==> config.mk <==
export PLATFORM = sky130hd
export DESIGN_NAME = servo_io
export DESIGN_NICKNAME = d
export VERILOG_FILES = /design/src/rtl/servo_io_pkg.sv /design/src/rtl/servo_capture.sv /design/src/rtl/servo_io.sv
export SDC_FILE = /design/constraint.sdc
export NUM_CORES = 1
export LEC_CHECK = 0
export CORE_UTILIZATION = 25
export DETAILED_ROUTE_END_ITERATION = 10
export HOLD_SLACK_MARGIN = 0.12
export SLEW_MARGIN = 10
export SYNTH_ARGS = -nofsm -noshare
export SYNTH_HDL_FRONTEND = slang
export SYNTH_SLANG_ARGS = --single-unit
export TNS_END_PERCENT = 1
==> constraint.sdc <==
create_clock -name CLK -period 3.25 [get_ports CLK]
set_input_delay 0.325 -clock CLK [delete_from_list [all_inputs] [get_ports CLK]]
set_output_delay 0.325 -clock CLK [all_outputs]
set_load 0.02 [all_outputs]
==> src/rtl/servo_io_pkg.sv <==
// servo_io_pkg: register indices, STATUS/CTRL field offsets and the CTRL layout
// shared by servo_io and servo_capture.
package servo_io_pkg;

    // Word register indices on the A bus
    localparam logic [4:0] WIDTH_BASE = 5'd0;
    localparam logic [4:0] DUTY_BASE  = 5'd8;
    localparam logic [4:0] STATUS     = 5'd16;
    localparam logic [4:0] STATUS_CLR = 5'd17;
    localparam logic [4:0] CTRL       = 5'd18;
    localparam logic [4:0] FRAME      = 5'd19;

    // STATUS / STATUS_CLR field offsets (8 bits each)
    localparam int unsigned ST_VALID_LSB = 0;
    localparam int unsigned ST_NEW_LSB   = 8;
    localparam int unsigned ST_LOST_LSB  = 16;

    // CTRL field offsets
    localparam int unsigned CTRL_ENABLE_BIT    = 0;
    localparam int unsigned CTRL_NEW_MASK_LSB  = 8;
    localparam int unsigned CTRL_LOST_MASK_LSB = 16;

    typedef struct packed {
        logic [7:0] rsvd_hi;
        logic [7:0] lost_mask;
        logic [7:0] new_mask;
        logic [6:0] rsvd_lo;
        logic       enable;
    } ctrl_t;

endpackage

==> src/rtl/servo_capture.sv <==
// servo_capture: one radio input channel. Synchronises the pulse, measures its
// high time in ticks, and tracks VALID/NEW/LOST with loss timeout.
module servo_capture import servo_io_pkg::*; #(
    parameter int unsigned CNT_W      = 16,
    parameter int unsigned TIMEOUT_US = 50000
) (
    input  logic             clk_i,
    input  logic             rst_ni,
    input  logic             tick_i,
    input  logic             radio_i,
    input  logic             clr_new_i,
    input  logic             clr_lost_i,
    output logic [CNT_W-1:0] width_o,
    output logic             valid_o,
    output logic             new_o,
    output logic             lost_o
);

    localparam logic [CNT_W-1:0] CNT_MAX = '1;
    localparam logic [CNT_W-1:0] TO_C    = CNT_W'(TIMEOUT_US);
    localparam logic [CNT_W-1:0] TO_M1   = CNT_W'(TIMEOUT_US - 1);

    logic             sync1_q, sync1_d, sync2_q, sync2_d, prev_q, prev_d;
    logic             armed_q, armed_d;
    logic [CNT_W-1:0] cnt_q, cnt_d, idle_q, idle_d, width_q, width_d;
    logic             valid_q, valid_d, new_q, new_d, lost_q, lost_d;
    logic             rise, fall, timeout;

    // Edge detection, counters and flag next-state; a falling edge beats a timeout,
    // and a flag set beats its W1C
    always_comb begin
        sync1_d = radio_i;
        sync2_d = sync1_q;
        prev_d  = sync2_q;
        rise    = sync2_q & ~prev_q;
        fall    = ~sync2_q & prev_q;
        // Idle timer only runs once a first rising edge has been seen
        timeout = tick_i && armed_q && (idle_q == TO_M1) && !rise && !fall;

        armed_d = armed_q | rise;

        cnt_d = cnt_q;
        if (rise) begin
            cnt_d = '0;
        end else if (tick_i && cnt_q != CNT_MAX) begin
            cnt_d = cnt_q + 1'b1;
        end

        idle_d = idle_q;
        if (rise) begin
            idle_d = '0;
        end else if (tick_i && armed_q && idle_q != TO_C) begin
            idle_d = idle_q + 1'b1;
        end

        width_d = fall ? cnt_q : width_q;

        valid_d = valid_q;
        if (fall) begin
            valid_d = 1'b1;
        end else if (timeout) begin
            valid_d = 1'b0;
        end

        new_d = new_q;
        if (fall) begin
            new_d = 1'b1;
        end else if (clr_new_i) begin
            new_d = 1'b0;
        end

        lost_d = lost_q;
        if (timeout) begin
            lost_d = 1'b1;
        end else if (clr_lost_i) begin
            lost_d = 1'b0;
        end
    end

    // Channel state registers
    always_ff @(posedge clk_i or negedge rst_ni) begin
        if (!rst_ni) begin
            sync1_q <= 1'b0;
            sync2_q <= 1'b0;
            prev_q  <= 1'b0;
            armed_q <= 1'b0;
            cnt_q   <= '0;
            idle_q  <= '0;
            width_q <= '0;
            valid_q <= 1'b0;
            new_q   <= 1'b0;
            lost_q  <= 1'b0;
        end else begin
            sync1_q <= sync1_d;
            sync2_q <= sync2_d;
            prev_q  <= prev_d;
            armed_q <= armed_d;
            cnt_q   <= cnt_d;
            idle_q  <= idle_d;
            width_q <= width_d;
            valid_q <= valid_d;
            new_q   <= new_d;
            lost_q  <= lost_d;
        end
    end

    assign width_o = width_q;
    assign valid_o = valid_q;
    assign new_o   = new_q;
    assign lost_o  = lost_q;

endmodule

==> src/rtl/servo_io.sv <==
// servo_io: N_IN radio pulse-width capture channels and N_OUT frame-synchronous
// PWM outputs on the WE/A/WD/RD register bus.
// Optional build macro SERVO_IO_FAILSAFE_EN: while VALID[0] is low and ENABLE is
// set, active duties load FS_US at frame start instead of the shadows.
module servo_io import servo_io_pkg::*; #(
    parameter int unsigned N_IN       = 6,
    parameter int unsigned N_OUT      = 4,
    parameter int unsigned DIV        = 50,
    parameter int unsigned PERIOD_US  = 20000,
    parameter int unsigned TIMEOUT_US = 50000,
    parameter int unsigned FS_US      = 1000,
    parameter int unsigned CNT_W      = 16
) (
    input  logic             CLK,
    input  logic             RESET_N,
    input  logic             WE,
    input  logic [4:0]       A,
    input  logic [31:0]      WD,
    output logic [31:0]      RD,
    input  logic [N_IN-1:0]  RADIO,
    output logic [N_OUT-1:0] ENGINE,
    output logic             IRQ
);

    localparam int unsigned      PRE_W     = (DIV > 1) ? $clog2(DIV) : 1;
    localparam logic [PRE_W-1:0] PRE_MAX   = PRE_W'(DIV - 1);
    localparam logic [CNT_W-1:0] FRAME_MAX = CNT_W'(PERIOD_US - 1);
    localparam logic [CNT_W-1:0] PERIOD_C  = CNT_W'(PERIOD_US);
    localparam logic [CNT_W-1:0] FS_C      = CNT_W'(FS_US);

    logic [PRE_W-1:0] pre_q, pre_d;
    logic [CNT_W-1:0] frame_q, frame_d;
    logic             tick, wrap, fs_active;
    logic [CNT_W-1:0] shadow_q [N_OUT];
    logic [CNT_W-1:0] shadow_d [N_OUT];
    logic [CNT_W-1:0] active_q [N_OUT];
    logic [CNT_W-1:0] active_d [N_OUT];
    logic [N_OUT-1:0] engine_q, engine_d;
    ctrl_t            ctrl_q, ctrl_d;
    logic             irq_q, irq_d;
    logic [CNT_W-1:0] width [N_IN];
    logic [N_IN-1:0]  valid, new_flag, lost, clr_new, clr_lost;
    logic [7:0]       valid_v, new_v, lost_v;

    for (genvar g = 0; g < N_IN; g++) begin : g_cap
        servo_capture #(
            .CNT_W      (CNT_W),
            .TIMEOUT_US (TIMEOUT_US)
        ) u_cap (
            .clk_i      (CLK),
            .rst_ni     (RESET_N),
            .tick_i     (tick),
            .radio_i    (RADIO[g]),
            .clr_new_i  (clr_new[g]),
            .clr_lost_i (clr_lost[g]),
            .width_o    (width[g]),
            .valid_o    (valid[g]),
            .new_o      (new_flag[g]),
            .lost_o     (lost[g])
        );
    end

`ifdef SERVO_IO_FAILSAFE_EN
    assign fs_active = ctrl_q.enable && !valid[0];
`else
    assign fs_active = 1'b0;
`endif

    // Prescaler, frame counter, register writes, duty reload, PWM compare and IRQ
    always_comb begin
        tick    = (pre_q == PRE_MAX);
        pre_d   = tick ? '0 : pre_q + 1'b1;
        wrap    = tick && (frame_q == FRAME_MAX);
        frame_d = frame_q;
        if (tick) begin
            frame_d = wrap ? '0 : frame_q + 1'b1;
        end

        ctrl_d = ctrl_q;
        if (WE && A == CTRL) begin
            ctrl_d           = '0;
            ctrl_d.enable    = WD[CTRL_ENABLE_BIT];
            ctrl_d.new_mask  = WD[CTRL_NEW_MASK_LSB +: 8];
            ctrl_d.lost_mask = WD[CTRL_LOST_MASK_LSB +: 8];
        end

        for (int j = 0; j < N_OUT; j++) begin
            shadow_d[j] = shadow_q[j];
            if (WE && A == DUTY_BASE + 5'(j)) begin
                shadow_d[j] = (WD > 32'(PERIOD_US)) ? PERIOD_C : WD[CNT_W-1:0];
            end
            // Load from shadow_d so a write on the wrap cycle lands this frame
            active_d[j] = active_q[j];
            if (wrap) begin
                active_d[j] = fs_active ? FS_C : shadow_d[j];
            end
            engine_d[j] = ctrl_q.enable && (frame_q < active_q[j]);
        end

        for (int i = 0; i < N_IN; i++) begin
            clr_new[i]  = WE && (A == STATUS_CLR) && WD[ST_NEW_LSB + i];
            clr_lost[i] = WE && (A == STATUS_CLR) && WD[ST_LOST_LSB + i];
        end

        valid_v = '0;
        new_v   = '0;
        lost_v  = '0;
        valid_v[N_IN-1:0] = valid;
        new_v[N_IN-1:0]   = new_flag;
        lost_v[N_IN-1:0]  = lost;
        irq_d = |((new_v & ctrl_q.new_mask) | (lost_v & ctrl_q.lost_mask));
    end

    // Combinational read mux; unmapped indices read 0
    always_comb begin
        RD = '0;
        for (int i = 0; i < N_IN; i++) begin
            if (A == WIDTH_BASE + 5'(i)) begin
                RD = 32'(width[i]);
            end
        end
        for (int j = 0; j < N_OUT; j++) begin
            if (A == DUTY_BASE + 5'(j)) begin
                RD = 32'(shadow_q[j]);
            end
        end
        case (A)
            STATUS: begin
                RD[ST_VALID_LSB +: 8] = valid_v;
                RD[ST_NEW_LSB +: 8]   = new_v;
                RD[ST_LOST_LSB +: 8]  = lost_v;
            end
            CTRL:    RD = ctrl_q;
            FRAME:   RD = 32'(frame_q);
            default: ;
        endcase
    end

    // Peripheral state registers
    always_ff @(posedge CLK or negedge RESET_N) begin
        if (!RESET_N) begin
            pre_q    <= '0;
            frame_q  <= '0;
            ctrl_q   <= '0;
            engine_q <= '0;
            irq_q    <= 1'b0;
            for (int j = 0; j < N_OUT; j++) begin
                shadow_q[j] <= '0;
                active_q[j] <= '0;
            end
        end else begin
            pre_q    <= pre_d;
            frame_q  <= frame_d;
            ctrl_q   <= ctrl_d;
            engine_q <= engine_d;
            irq_q    <= irq_d;
            for (int j = 0; j < N_OUT; j++) begin
                shadow_q[j] <= shadow_d[j];
                active_q[j] <= active_d[j];
            end
        end
    end

    assign ENGINE = engine_q;
    assign IRQ    = irq_q;

endmodule

## Word-level counts from Yosys, hierarchy flattened

Cells that the tools add are included.

| cells by class | value |
|---|---|
| $mul | 0 |
| divide/modulo/power cells | 0 |
| reductions and logical operators | 104 |
| add/sub/neg operators | 14 |
| $lt $le $gt $ge | 5 |
| equality and inequality tests | 33 |
| mux-type cells | 79 |
| shifts and indexed selects | 0 |
| bitwise operators | 33 |

Operators with widths:

| kind | number |
|---|---|
| two-way mux 16 bit | 31 |
| two-way mux 32 bit | 9 |
| adder 16 x 1 -> 16 bit (second input constant) | 13 |
| != test 16 bit (second input constant) | 12 |
| == test 16 bit (second input constant) | 6 |
| case mux 24 bit (3 select lines) | 1 |
| less-than comparator 16 bit | 4 |
| nonzero test 2 bit | 30 |
| logical AND 1 bit | 59 |
| two-way mux 1 bit | 36 |
| greater-than comparator 32 x 15 -> 1 bit (second input constant) | 1 |
| == test 5 x 4 -> 1 bit (second input constant) | 4 |
| == test 5 bit (second input constant) | 4 |
| AND 6 x 8 -> 8 bit | 2 |
| == test 16 x 15 -> 1 bit (second input constant) | 1 |
| AND 1 bit | 12 |
| logical NOT 1 bit | 12 |
| inverter 1 bit | 12 |
| == test 5 x 2 -> 1 bit (second input constant) | 2 |
| == test 5 x 3 -> 1 bit (second input constant) | 2 |
| two-way mux 8 bit | 1 |
| OR 8 bit | 1 |
| OR reduction 8 bit | 1 |
| adder 6 x 1 -> 6 bit (second input constant) | 1 |
| 6 further kinds | 11 |

| storage, ports and cells | value |
|---|---|
| RAM bits | 0 |
| latch bits | 0 |
| memories | 0 |
| register bits | 502 |
| bits in read-only memories | 0 |
| input port bits | 46 |
| output and inout bits | 37 |
| logic and storage cells | 343 |

## Depth between registers and ports, before layout

Gate-level depths: netlist (run 1).

| depth | value |
|---|---|
| word-level depth | 12 |
| depth in mapped cells | 9 |

## Cells and area by module

From an unflattened synthesis (run 1), not the netlist that was laid out.

| unflattened totals | value |
|---|---|
| cell total of the unflattened synthesis | 2,807 |
| area, all modules | 25,912.4 µm² |

By module, submodules not included:

| module | sequential area each (µm²) | times used | cells each | area each (µm²) |
|---|---|---|---|---|
| servo_capture | 1,376.3 | 6 | 273 | 2,562.5 |
| servo_io | 4,304.1 | 1 | 1,169 | 10,537.6 |

## Worst setup path after synthesis (run 1)

No wires, ideal clock.

| timing path | value |
|---|---|
| path kind | in2out |
| from | input A[4] |
| to | output RD[10] |
| setup slack | 0.435 ns |
| data arrival time | 2.490 ns |
| path buffers | 2 |
| stages | 6 |
| path through | clkbuf_1 > or3b_2 > nor3_1 > clkbuf_1 > a221oi_1 > o32ai_1 |

| between the ends | value |
|---|---|
| longest elaborated chain between the ends | 12 |

RTL lines:

| item | RTL line | RTL |
|---|---|---|
| start, declared | servo_io.sv:17 | `input logic [4:0] A,` |
| logical NOT 5 bit | servo_io.sv:118 | `if (A == WIDTH_BASE + 5'(i)) begin` |
| two-way mux 16 bit | servo_io.sv:118 |  |
| two-way mux 32 bit (5 in series) | servo_io.sv:118 |  |
| two-way mux 32 bit (4 in series) | servo_io.sv:123 | `if (A == DUTY_BASE + 5'(j)) begin` |
| case mux 24 bit (3 select lines) * | servo_io.sv:127 | `case (A)` |
| end, declared | servo_io.sv:19 | `output logic [31:0] RD,` |

Every way passes the cells marked *; elsewhere a longest branch is shown, timed or not.

## Worst setup path in the final report (run 1)

| timing path | value |
|---|---|
| from | input A[2] |
| to | output RD[11] |

Same word-level chain as after synthesis.

==> flow_summary_export.csv, run 1 <==
group,metric,value,unit
routing,via_per_inst,4.83,
setup_path,critPathLaunchType,"primary input",
run,maxCapViolCount,0,
power,ir_worst_vdd,0.381,mV
setup_path,critPathRequiredTime,2.92,ns
placed_design,port_buffers,74,
routing,drc,0,
sta,layout_setup_ws,0.108,ns
floorplan,start_util,25.4,%
sta,max_slew_margin,23.8,%
synth,synth_edf_count,0,
floorplan,die_h,316,um
layout,syn2layout_area_growth,21.3,%
setup_path,endpoint_kind,"primary output",
synth,synth_area,24700,um2
routing,vias,18800,
clock_tree,cts_buffer_depth,3,
hold_path,hp-class,"in2reg",
synth,synth_seq_cells,502,
floorplan,core.rowCount,114,
global_routing,antenna_found_initial,8,
layout,final_layout_size_suffix_gt1_share,17.1,%
global_routing,grt_start_max_net_pins,82,
sta,period_share,96.7,%
synth,avgSynthCellArea,10.4,um2
synth,synth_warnings,0,
layout,fin_nets,2707,
sta,tightest_slew,1.14,ns
routing,first_pass_iters,5,
setup_path,worst_ep_arrival_time,2.82,ns
synth,synth_top_area_share,50.9,%
placed_design,pre_cts_slack,-0.303,ns
clock_tree,htreeDepth,2,
sta,fin_crit,3.14,ns
floorplan,die-area,100000,um2
global_routing,grt_use_total,14.5,%
routing,wl_per_cell,18.6,um
synth,synth.area.top_cells,"dfrtp_1 (51%), mux2_2 (6.9%), ha_1 (4.1%)",
placed_design,hpwl,54800,um
global_routing,grt_pass1_wl,111000,um
sta,setup_viol,0,
routing,drtAntennaViolNets,0,
layout,n_fill_cell,10100,
sta,finClkSkew,0.0257,ns
synth,async_flop_share,100,%
setup_path,critPathKind,"in2out",
clock_tree,cts_buffers,55,
power,p_leak,13.3,nW
clock_tree,cts_root_buf,"clkbuf_16",
layout,antennaDiodeCount,0,
clock_tree,worst_skew_pair.late_latency,0.62,ns
clock_tree,clock-sinks,502,
layout,finalNonFillerCells,3900,
layout,fin_util,30.8,%
synth,syn_inst,2380,
setup_path,critPathMaxFanout,10,
outcome,status,"completed",
routing,initialDrtViolationCount,1569,
layout,final_cell_mix,"dfrtp_1 (502), nor2_1 (267), nand2_1 (227)",
synth,synth_flop_cell,"dfrtp_1",
clock_tree,path_clk_slew,0.06,ns
floorplan,die_x,316,um
clock_tree,cts_tree,"done",
synth,yosysSeqAreaShare,50.9,%
synth,synth_top_area_cell,"dfrtp_1",
sta,report.final.slew_viol_count,0,
layout,final_common_cell,"dfrtp_1",
sta,timing.fmax,318,MHz
power,p_per_area,461,nW/um2
sta,rsz0062_at_grt,"no",
synth,yosysUniqueCellTypes,75,
routing,wl,72600,um
placed_design,gp_routability_congestion,0.926,
floorplan,ios,83,
global_routing,grt_pass1_vias,18300,
global_routing,grt_overflow,0,
sta,hold_viol,0,
placed_design,place_inst,3797,
floorplan,core_area,97300,um2
[report_power, final]
part | leakage [nW] | internal, mW | switching [mW]
Sequential | 6.73 | 6.38 | 0.122
Clock | 0.924 | 3.79 | 2.61
Combinational | 5.64 | 0.360 | 0.542
Total | 13.3 | 10.5 | 3.28
[flip-flops by register name, summed over array words and instances (netlist names)]
signal and cells:
g_cap.u_cap.sync1_q 6, ENGINE 4, g_cap.u_cap.lost_o 6, ctrl_q 17, g_cap.u_cap.prev_d 6, frame_q 16, IRQ 1, shadow_q 64
active_q 64, g_cap.u_cap.idle_q 96, pre_q 6, g_cap.u_cap.valid_o 6, g_cap.u_cap.prev_q 6, g_cap.u_cap.width_o 96, g_cap.u_cap.cnt_q 96, g_cap.u_cap.armed_q 6
g_cap.u_cap.new_o 6
[stage by stage]
| stage | power, mW | TNS (ns) | hold slack, ns | cell area, um2 |
|---|---|---|---|---|
| 3_3_place_gp | 7.51 | -1.98 | 0.334 | 28100 |
| 6_report | 13.8 | 0 | 0.155 | 29900 |
| 2_1_floorplan | 6.94 | 0 | 0.0294 | 24700 |
| 5_1_grt | 14.3 | 0 | 0.143 | 29900 |
| 4_1_cts | 14.0 | 0 | 0.127 | 29900 |
| 3_5_place_dp | 7.51 | -2.09 | 0.337 | 28100 |
[critical path: stages]
cell             delay (ns)
clkdlybuf4s50_1        0.44
buf_12                 0.16
or3b_2                 0.51
nor3_1                 0.16
buf_4                  0.21
buf_4                  0.16
a22o_1                 0.20
a221oi_1               0.08
nand3_1                0.19
dlygate4sd2_1          0.36
[layout make-up]
class	count	area, um2	area share, %
flip-flops and latches	502	12600	42.0
inverters	105	394	1.32
clock buffers	84	1680	5.61
well taps	1276	1600	5.33
multi-input cells	1680	11400	38.0
repair buffers	236	2140	7.15
clock inverters	17	181	0.606
[cells in the mapped netlist, drive strengths merged, types with 7 or more instances]
cell type / n
and4: 12
xnor2: 74
inv: 104
a211oi: 21
nand2: 228
nor2: 267
nor2b: 20
mux2i: 37
o22ai: 9
nand4: 55
a221oi: 21
nor3: 48
a22o: 40
xor2: 90
a21oi: 60
buf: 20
a21o: 13
clkbuf: 80
nor4: 18
a22oi: 26
mux2: 160
nand2b: 15
o21ai: 87
or3: 34
nand3: 91
and3: 37
nor4b: 7
o22a: 13
or4: 8
ha: 81
a32o: 10
or2: 13
and2: 8
dfrtp: 502
[cells by family (layout without fill, tap and decap cells)]
logic type               Yosys count  after routing  share of synthesized area, %
multiplexers                     197            197                          8.80
buffers and inverters            205            442                          3.28
AO/OA/AOI/OAI                    350            350                          9.96
AND/OR/NAND/NOR                  880            880                          17.1
other                              1              8                        0.0152
adder cells (fa/ha/maj)           81             81                          4.11
flip-flops                       502            502                          50.9
XOR/XNOR                         164            164                          5.82
[metal layers]
metal	vias to the layer above	global-route usage (%)	part of all wire [%]
met4	10	5.67	3.8
met3	144	3.37	6.7
met2	533	21.6	43
li1	8797	-	-
met1	9364	20.4	46
met5	-	0	0.089
[final timing paths]
check,from,to,slack (ns),cells after the start
max in group asynchronous,RESET_N,active_q[13],1.82,3
min,RADIO[2],g_cap[2].u_cap.sync1_q,0.16,1
max,A[2],RD[11],0.11,10
max reg2reg,pre_q[2],active_q[50],0.36,6
min reg2reg,g_cap[0].u_cap.sync1_q,g_cap[0].u_cap.prev_d,0.35,0
min in group asynchronous,RESET_N,g_cap[1].u_cap.sync1_q,0.31,2
[repair_timing]
| item | CTS | global route |
|---|---|---|
| buffers inserted | 0 | 0 |
| hold endpoints to repair | 70 | 0 |
| hold buffers | 2 | 0 |
| gates resized for setup | 11 | 3 |
| setup endpoints to repair | 10 | 5 |
| pin swaps | 0 | 0 |
(Power assumes the default switching activity.)
==> run 2: changes to the inputs <==
--- a/config.mk
+++ b/config.mk
@@ -5,11 +5,13 @@
 export SDC_FILE = /design/constraint.sdc
 export NUM_CORES = 1
 export LEC_CHECK = 0
-export CORE_UTILIZATION = 25
+export CORE_UTILIZATION = 51
 export DETAILED_ROUTE_END_ITERATION = 10
 export HOLD_SLACK_MARGIN = 0.12
+export PLACE_DENSITY_LB_ADDON = 0.05
 export SLEW_MARGIN = 10
 export SYNTH_ARGS = -nofsm -noshare
 export SYNTH_HDL_FRONTEND = slang
+export SYNTH_HIERARCHICAL = 1
 export SYNTH_SLANG_ARGS = --single-unit
 export TNS_END_PERCENT = 1
==> run 2 against run 1 <==
  * The run now ends with setup timing left
  * Worst hold slack got worse by 0.0043 ns
  * Total power increased by 0.39%
  * Area after synthesis increased by 5.0%
  * Sequential share of layout area increased by 0.15 points
  * Critical path type unchanged
==> flow_summary_export.csv, run 2 <==
group,metric,value,unit
setup_path,critPathRequiredTime,2.92,ns
placed_design,dpl_cell_area,27900,um2
synth,synth_warnings,6,
power,p_leak,13.7,nW
routing,wl_per_cell,21.9,um
synth,synth_area,25900,um2
setup_path,critPathKind,"in2out",
synth,synth_edf_count,0,
synth,yosysSeqAreaShare,48.5,%
layout,finalNonFillerCells,3636,
clock_tree,cts_tree,"done",
floorplan,die_x,227,um
sta,tightest_slew,0.971,ns
layout,syn2layout_area_growth,15.1,%
power,p_per_area,465,nW/um2
layout,multi_input_area,12400,um2
layout,seq_area,12600,um2
setup_path,worst_ep_arrival_time,2.94,ns
global_routing,grt_pass1_wl,123000,um
synth,synth_top_area_share,48.5,%
clock_tree,cts_root_buf,"clkbuf_16",
routing,via_per_inst,6.11,
floorplan,die_h,227,um
outcome,status,"finished with violations",
routing,drc,0,
sta,setup_tns,-0.0107,ns
clock_tree,worst_skew_pair.late_latency,0.63,ns
clock_tree,cts_buffers,55,
synth,syn_inst,2807,
layout,final_common_cell,"dfrtp_1",
sta,setup_viol,1,
sta,hold_viol,0,
synth,async_flop_share,100,%
sta,timing.fmax,307,MHz
global_routing,grt_util_met2,49.4,%
synth,yosys.cell_count.top_type,"dfrtp_1",
clock_tree,cts_buffer_depth,3,
sta,max_slew_margin,35.1,%
sta,rsz0062_at_grt,"yes",
global_routing,antenna_found_initial,3,
placed_design,port_buffers,74,
power,ir_worst_vdd,0.396,mV
global_routing,grt_overflow,0,
floorplan,core.rowCount,82,
synth,synth_flop_cell,"dfrtp_1",
placed_design,hpwl,58700,um
clock_tree,htreeDepth,2,
global_routing,busiest_layer,"met2",
floorplan,ios,83,
clock_tree,post_cts_buffers,0,
layout,fin_nets,3046,
routing,vias,22200,
sta,layout_setup_ws,-0.0107,ns
global_routing,grt_use_met3,4.13,%
layout,final_layout_size_suffix_gt1_share,9.58,%
placed_design,pre_cts_slack,-0.294,ns
placed_design,place_inst,3533,
run,maxCapViolCount,0,
outcome,violations,"setup timing",
layout,final_cell_mix,"dfrtp_1 (502), nand2_1 (483), nor2_1 (197)",
sta,report.final.slew_viol_count,0,
placed_design,gp_routability_congestion,1.04,
synth,avgSynthCellArea,9.23,um2
clock_tree,path_clk_slew,0.06,ns
synth,synth_seq_cells,502,
setup_path,critPathMaxFanout,9,
floorplan,core_area,50200,um2
routing,initialDrtViolationCount,1936,
routing,drtAntennaViolNets,0,
global_routing,use_met1,42.8,%
setup_path,critPathLaunchType,"primary input",
layout,n_fill_cell,4360,
routing,first_pass_iters,6,
clock_tree,clock-sinks,502,
layout,fin_area,29800,um2
sta,fin_crit,3.26,ns
synth,synth_top_area_cell,"dfrtp_1",
setup_path,endpoint_kind,"primary output",
global_routing,grt_start_max_net_pins,86,
synth,synth.area.top_cells,"dfrtp_1 (48%), nand2_1 (7.0%), ha_1 (3.9%)",
floorplan,die-area,51700,um2
sta,finClkSkew,0.0172,ns
synth,yosysUniqueCellTypes,78,
global_routing,grt_use_total,31.1,%
hold_path,hp-class,"in2reg",
global_routing,grt_pass1_vias,21100,
sta,period_share,100,%
floorplan,start_util,51.6,%
synth,synth_common_cells,"dfrtp_1 (502), nand2_1 (483), nor2_1 (200)",
routing,wl,79500,um
run 2: cell count changes after synthesis, sizes merged, moves of 34 or more:
cell	change
a31oi	+47
a21oi	+97
o31ai	+34
o211ai	+40
nand4	+42
xnor2	-61
mux2	-137
o21ai	+79
xor2	-40
nor2	-66
nand2	+255
or3	+56
run 2: kinds of logic (layout without fill, tap and decap cells):
group | after synthesis | in the layout | synth area share [%]
xor+xnor | 63 | 63 | 2.13
flops | 502 | 502 | 48.5
simple gates | 1221 | 1221 | 23.4
other cells | 1 | 9 | 0.0145
compound gates | 619 | 619 | 15.2
fa+ha+maj | 81 | 81 | 3.91
buf+inv | 266 | 415 | 4.07
mux | 54 | 54 | 2.78
run 2: what timing repair did:
item,4_1_cts,5_1_grt
setup endpoints to repair,10,7
hold buffers,1,0
resized for setup,9,8
hold endpoints to repair,65,0
run 2: path summary, 6_finish.rpt:
check / start / to / slack (ns) / cells past startpoint
hold / removal: RADIO[3] / g_cap[3].u_cap/sync1_q / 0.15 / 1
max in group asynchronous: RESET_N / g_cap[2].u_cap/prev_d / 1.90 / 3
hold reg to reg: g_cap[1].u_cap/sync1_q / g_cap[1].u_cap/prev_d / 0.35 / 0
setup reg to reg: pre_q[1] / g_cap[0].u_cap/valid_o / 0.35 / 10
setup / recovery: A[3] / RD[14] / -0.01 / 9
min in group asynchronous: RESET_N / pre_q[3] / 0.28 / 2
run 2: per-layer routing:
metal	part of all wire, %	wire, um
met1	44	34700
met2	46	36500
met3	6.1	4850
met4	4.3	3400
met5	0.033	26
run 2: cell type report:
class                   count  area share, %
diodes                      1        0.00839
clock buffers              78           5.34
clock inverters            23          0.894
inverters                 127           1.60
multi-input cells        2046           41.5
flip-flops and latches    502           42.1
well taps                 672           2.82
repair buffers            187           5.71
run 2: power breakdown:
group          switching [mW]  internal [mW]
Clock                    2.68           3.81
Combinational           0.562          0.300
Sequential              0.133           6.38
run 2: per-stage QoR:
stage               hold WS [ns]  util [%]  power (mW)
global route               0.146      59.4        14.3
floorplan                 0.0294         -        6.95
detailed placement         0.335      55.6        7.48
finish                     0.151      59.4        13.9
global placement           0.333      55.6        7.47
CTS                        0.132      59.4        14.0
run 2: critical path, cell delays in order:
cell	delay, ns
clkdlybuf4s50_1	0.51
or3b_2	0.56
buf_4	0.20
nor3_2	0.16
buf_4	0.22
a221oi_1	0.10
o21ai_2	0.13
buf_4	0.15
clkdlybuf4s50_1	0.59
